$ cat config.mk
export PLATFORM = sky130hd
export DESIGN_NAME = motor_sensor_gen
export DESIGN_NICKNAME = d
export VERILOG_FILES = /design/src/rtl/motor_sensor_gen.sv
export SDC_FILE = /design/constraint.sdc
export NUM_CORES = 1
export LEC_CHECK = 0
export CAP_MARGIN = 20
export CELL_PAD_IN_SITES_DETAIL_PLACEMENT = 1
export CELL_PAD_IN_SITES_GLOBAL_PLACEMENT = 1
export CORE_ASPECT_RATIO = 1.2
export CORE_UTILIZATION = 38
export CTS_BUF_LIST = sky130_fd_sc_hd__clkbuf_16
export DETAILED_ROUTE_END_ITERATION = 7
export GPL_ROUTABILITY_DRIVEN = 0
export HOLD_SLACK_MARGIN = 0.1
export PLACE_DENSITY_LB_ADDON = 0.3
export SLEW_MARGIN = 5
export SYNTH_ARGS = -nofsm -noshare
export SYNTH_HDL_FRONTEND = slang
export SYNTH_SLANG_ARGS = --single-unit
export TNS_END_PERCENT = 5
$ cat constraint.sdc
create_clock -name clk -period 3.1 [get_ports clk]
set_clock_uncertainty 0.15 [all_clocks]
set_input_delay 0.465 -clock clk [delete_from_list [all_inputs] [get_ports clk]]
set_output_delay 0.465 -clock clk [all_outputs]
set_load 0.005 [all_outputs]
$ cat src/rtl/motor_sensor_gen.sv
// motor_sensor_gen: synthetic motor sensor source for the fault-simulation bench.
// It emits periodic current/vibration/temperature samples with LFSR noise.
// A request/acknowledge port injects timed fault episodes.
//
// Ports:
//   clk, rst        rising-edge clock, synchronous active-high reset
//   fault_req       fault request, accepted on its rising edge
//   fault_sel[1:0]  0=abort/normal, 1=overcurrent, 2=bearing, 3=overheat
//   fault_ack       one-cycle pulse, the cycle after an accepted request
//   motor_current, vibration, temperature [15:0]  sample outputs
//   sample_valid    one-cycle strobe; sample outputs change only in this cycle
//   fault_active    high while the mode is not NORMAL
//   fault_code[1:0] current mode
module motor_sensor_gen #(
  parameter int unsigned SAMPLE_DIV   = 4,
  parameter logic [15:0] BASE_CURRENT = 16'd1000,
  parameter logic [15:0] BASE_VIB     = 16'd100,
  parameter logic [15:0] BASE_TEMP    = 16'd250,
  parameter int unsigned FAULT_LEN    = 64,
  parameter int unsigned NOISE_BITS   = 4
) (
  input  logic        clk,
  input  logic        rst,
  input  logic        fault_req,
  input  logic [1:0]  fault_sel,
  output logic        fault_ack,
  output logic [15:0] motor_current,
  output logic [15:0] vibration,
  output logic [15:0] temperature,
  output logic        sample_valid,
  output logic        fault_active,
  output logic [1:0]  fault_code
);

  localparam logic [1:0] MODE_NORMAL      = 2'd0;
  localparam logic [1:0] MODE_OVERCURRENT = 2'd1;
  localparam logic [1:0] MODE_BEARING     = 2'd2;
  localparam logic [1:0] MODE_OVERHEAT    = 2'd3;

  localparam int unsigned PRE_W     = $clog2(SAMPLE_DIV);
  localparam int unsigned CNT_W     = 8;
  localparam logic [15:0] LFSR_SEED = 16'hACE1;
  localparam logic [17:0] BURST     = 18'd400;

  logic [PRE_W-1:0] presc;
  logic             tick_c;
  logic [15:0]      lfsr;
  logic             lfsr_fb_c;
  logic             req_d;
  logic             accept_c;
  logic             pending;
  logic [1:0]       pending_sel;
  logic [1:0]       mode, mode_nxt;
  logic [CNT_W-1:0] fault_cnt, cnt_nxt;
  logic [17:0]      noise_c, cur_sum_c, vib_sum_c, temp_sum_c;

  // Clamp an 18-bit sum to the 16-bit output range.
  function automatic logic [15:0] sat16(input logic [17:0] v);
    return (|v[17:16]) ? 16'hFFFF : v[15:0];
  endfunction

  assign tick_c    = (presc == PRE_W'(SAMPLE_DIV - 1));
  assign accept_c  = fault_req & ~req_d;
  assign lfsr_fb_c = lfsr[0] ^ lfsr[2] ^ lfsr[3] ^ lfsr[5];
  assign fault_code = mode;

  // Mode/episode state register.
  always_ff @(posedge clk) begin
    if (rst) begin
      mode         <= MODE_NORMAL;
      fault_cnt    <= '0;
      fault_active <= 1'b0;
    end else begin
      mode         <= mode_nxt;
      fault_cnt    <= cnt_nxt;
      fault_active <= (mode_nxt != MODE_NORMAL);
    end
  end

  // Mode update at each tick: pending request beats episode expiry.
  always_comb begin
    mode_nxt = mode;
    cnt_nxt  = fault_cnt;
    if (tick_c) begin
      if (pending) begin
        mode_nxt = pending_sel;
        cnt_nxt  = '0;
      end else if ((mode != MODE_NORMAL) && (fault_cnt == CNT_W'(FAULT_LEN - 1))) begin
        mode_nxt = MODE_NORMAL;
        cnt_nxt  = '0;
      end else if (mode != MODE_NORMAL) begin
        cnt_nxt = fault_cnt + CNT_W'(1);
      end
    end
  end

  // Sample values from the post-update mode and the current (pre-advance) LFSR.
  always_comb begin
    noise_c    = 18'(lfsr[NOISE_BITS-1:0]);
    cur_sum_c  = 18'(BASE_CURRENT) + noise_c;
    vib_sum_c  = 18'(BASE_VIB) + noise_c;
    temp_sum_c = 18'(BASE_TEMP);
    case (mode_nxt)
      MODE_OVERCURRENT: cur_sum_c = {1'b0, BASE_CURRENT, 1'b0} + noise_c;
      MODE_BEARING:     if (cnt_nxt[0]) vib_sum_c = 18'(BASE_VIB) + noise_c + BURST;
      MODE_OVERHEAT:    temp_sum_c = 18'(BASE_TEMP) + 18'({cnt_nxt, 1'b0});
      default: ;
    endcase
  end

  // Prescaler, noise source, request capture and registered sample outputs.
  always_ff @(posedge clk) begin
    if (rst) begin
      presc         <= '0;
      lfsr          <= LFSR_SEED;
      req_d         <= 1'b0;
      pending       <= 1'b0;
      pending_sel   <= MODE_NORMAL;
      fault_ack     <= 1'b0;
      sample_valid  <= 1'b0;
      motor_current <= '0;
      vibration     <= '0;
      temperature   <= '0;
    end else begin
      req_d        <= fault_req;
      fault_ack    <= accept_c;
      sample_valid <= tick_c;
      if (tick_c) begin
        presc         <= '0;
        lfsr          <= {lfsr_fb_c, lfsr[15:1]};
        motor_current <= sat16(cur_sum_c);
        vibration     <= sat16(vib_sum_c);
        temperature   <= sat16(temp_sum_c);
      end else begin
        presc <= presc + PRE_W'(1);
      end
      // An accept in the tick cycle survives the clear and applies next tick.
      if (accept_c) begin
        pending     <= 1'b1;
        pending_sel <= fault_sel;
      end else if (tick_c) begin
        pending <= 1'b0;
      end
    end
  end

endmodule
==> results.yml <==
route:
  drcViolationCount: 0
  wl_um: 6210
  met3RoutedLength_um: 233
  avgRoutedWirePerCell_um: 14.6
  vias: 2147
  first_iter_violations: 53
  wl_met1_um: 2780
  viasPerCell: 5.06
  wl_met2_um: 3050
  dr.max_layer_used: "met4"
  detail-route-antenna-nets: 0
  dr.pass1.iters: 4
worst_setup_path:
  path_class: "reg2reg"
  slowest_delay_ns: 0.51
  cp.arrival_ns: 2.69
  crit_path_top_delay_cell: "dfxtp_1"
  cp-end-kind: "flip-flop"
  crit_family: "compound AO/OA/AOI/OAI gates"
  crit_fanout: 9
  start_kind: "flip-flop"
  critPathMostFrequentCell: "ha_1"
  critPathBufInv: 0
  crit_required_ns: 3.13
  critical_path.cell_chain: "ha_1 > nand2b_1 > o41a_1 > a22o_1 > ha_1 > a21oi_1 > mux2i_1 > o21ai_0 > a211oi_1"
  r2r_slack_ns: 0.44
power:
  p_sw_uw: 408
  power.density_mw_per_mm2: 549
  clock_power_share_pct: 49.4
  swShare_pct: 22.0
  combPwrFrac_pct: 8.0
  p_int_uw: 1440
  ir_drop_mv: 0.387
  pwr-share-seq_pct: 42.6
  p_leak_uw: 0.00134
cts:
  clockBufferDepth: 2
  clk_latency_ns: 0.33
  cts-root-buf: "clkbuf_16"
  clk_pin_slew_ns: 0.05
  tritoncts: "done"
  cts_resized: 0
  ctsHoldBuffers: 0
  cts_sinks: 57
  htree_num_levels: 3
  postCtsSetupBuffers: 0
  numCtsBuffers: 9
synthesis:
  yosysSeqAreaShare_pct: 41.3
  async_flop_share_pct: 0
  synth_cell_types: 50
  synthesis.area_mm2: 0.00276
  synthCells: 303
  yosys_register_bits: 57
  synth-main-ff-cell: "dfxtp_1"
  yosys_warnings: 0
  synth_edf_count: 0
  syn_area_per_cell_um2: 9.11
outcome:
  status: "finished, final reports clean"
floorplanning:
  fp.dieH_um: 95.4
  core_area_mm2: 0.00694
  num_rows: 33
  dieArea_mm2: 0.00761
  start_util_pct: 39.8
  pin_count: 58
  die_w_um: 79.8
place:
  io_buffers: 39
  place_hpwl_um: 4390
grt:
  grt_use_total_pct: 18.1
  grt_pass1_vias: 2141
  grt_overflow_total: 0
  grt_antenna_before_repair: 0
  grt_max_degree: 41
  grt_pass1_wl_um: 10400
final_layout:
  post-route-util_pct: 48.6
  fin_nets: 346
  area_delta_synth_final_pct: 22.2
  drive_gt1_share_pct: 8.01
  final_cell_mix: "57 x dfxtp_1, 46 x nor2_1, 39 x clkdlybuf4s50_1"
  final_common_cell: "dfxtp_1"
  diodes: 0
hold_path:
  hold_path_class: "reg2reg"
sta:
  setup_tns_ns: 0
  setup-violations-final: 0
  rsz0062_at_grt: "false"
  max_clock_freq_mhz: 376
  drv_slew: 0
  maxSlewHeadroom_pct: 62.4
  worst_pin_slew_ns: 0.562
  hold_viol: 0
  finalCriticalPeriod_ns: 2.66
  whs_ns: 0.282
  min_period_over_period_pct: 85.7
job:
  maxCapViolCount: 0
## layout make-up
class | count | area (µm²)
fill | 816 | 3560
clock buffer | 9 | 225
multi-input combinational | 210 | 1380
inverter | 10 | 37.5
tap | 87 | 109
sequential | 57 | 1140
clock inverter | 6 | 50.0
timing repair buffer | 45 | 435
## sequential cells by signal (all words and copies together) (netlist names)
signal,flops
motor_current,5
sample_valid,1
temperature,9
fault_cnt,8
vibration,8
fault_code,2
presc,2
pending_sel,2
fault_ack,1
fault_active,1
req_d,1
pending,1
lfsr,16
## worst register-to-register path: stages (launching register included)
cell	delay (ns)
dfxtp_1	0.51
ha_1	0.26
nand2b_1	0.14
o41a_1	0.39
a22o_1	0.31
ha_1	0.30
a21oi_1	0.14
mux2i_1	0.08
o21ai_0	0.15
a211oi_1	0.09
## cells in the mapped netlist, types with 3 or more instances
library cell	number	share of area, %
xor2_1	5	1.6
buf_4	27	7.3
or3_1	3	0.68
nor3_1	4	0.72
o21ai_0	5	0.91
nand3_1	8	1.4
and2_1	3	0.68
buf_1	3	0.41
nor2_1	46	6.3
nand3b_1	3	0.82
nand2_1	14	1.9
clkbuf_1	9	1.2
inv_1	10	1.4
buf_2	3	0.54
mux2i_1	17	6.2
xnor2_1	9	2.9
a211oi_1	10	2.7
dfxtp_1	57	41
a211o_1	7	2.2
ha_1	8	3.6
nor2b_1	9	2.0
a21oi_1	7	1.3
## power groups by stage
| stage | registers (µW) | clock network (µW) | logic (µW) |
|---|---|---|---|
| 3_3_place_gp | 802 | 0 | 147 |
| 2_1_floorplan | 796 | 0 | 114 |
| 4_1_cts | 789 | 940 | 150 |
| 5_1_grt | 793 | 975 | 165 |
| 6_report | 789 | 914 | 148 |
| 3_5_place_dp | 803 | 0 | 149 |
## layer usage
metal  global-route usage (%)  up-vias
met3                     5.17       11
met4                     9.82        0
met1                     21.3     1045
met5                        0        -
li1                         -     1055
met2                     29.7       36
## per-stage QoR
stage	instances	setup slack, ns	cell area, µm²	total power, µW
2_1_floorplan	320	0.796	2830	910
3_3_place_gp	409	0.527	3100	949
3_5_place_dp	409	0.465	3100	953
4_1_cts	424	0.450	3370	1880
5_1_grt	424	0.229	3370	1930
6_report	424	0.443	3370	1850
## path summary, 6_finish.rpt
| path | end | from | cells past startpoint |
|---|---|---|---|
| max | temperature[5] | fault_cnt[0] | 9 |
| min | presc[0] | presc[0] | 1 |
| max reg2reg | temperature[5] | fault_cnt[0] | 9 |
| min reg2reg | presc[0] | presc[0] | 1 |
## cells by family after synthesis
group | count (synthesis) | share of synthesized area (%)
flops | 57 | 41.3
compound gates | 52 | 15.4
buf+inv | 53 | 11.3
fa+ha+maj | 8 | 3.62
other cells | 1 | 0.136
xor+xnor | 14 | 4.44
simple gates | 101 | 17.7
mux | 17 | 6.16
Power figures use the tool's default switching activity.
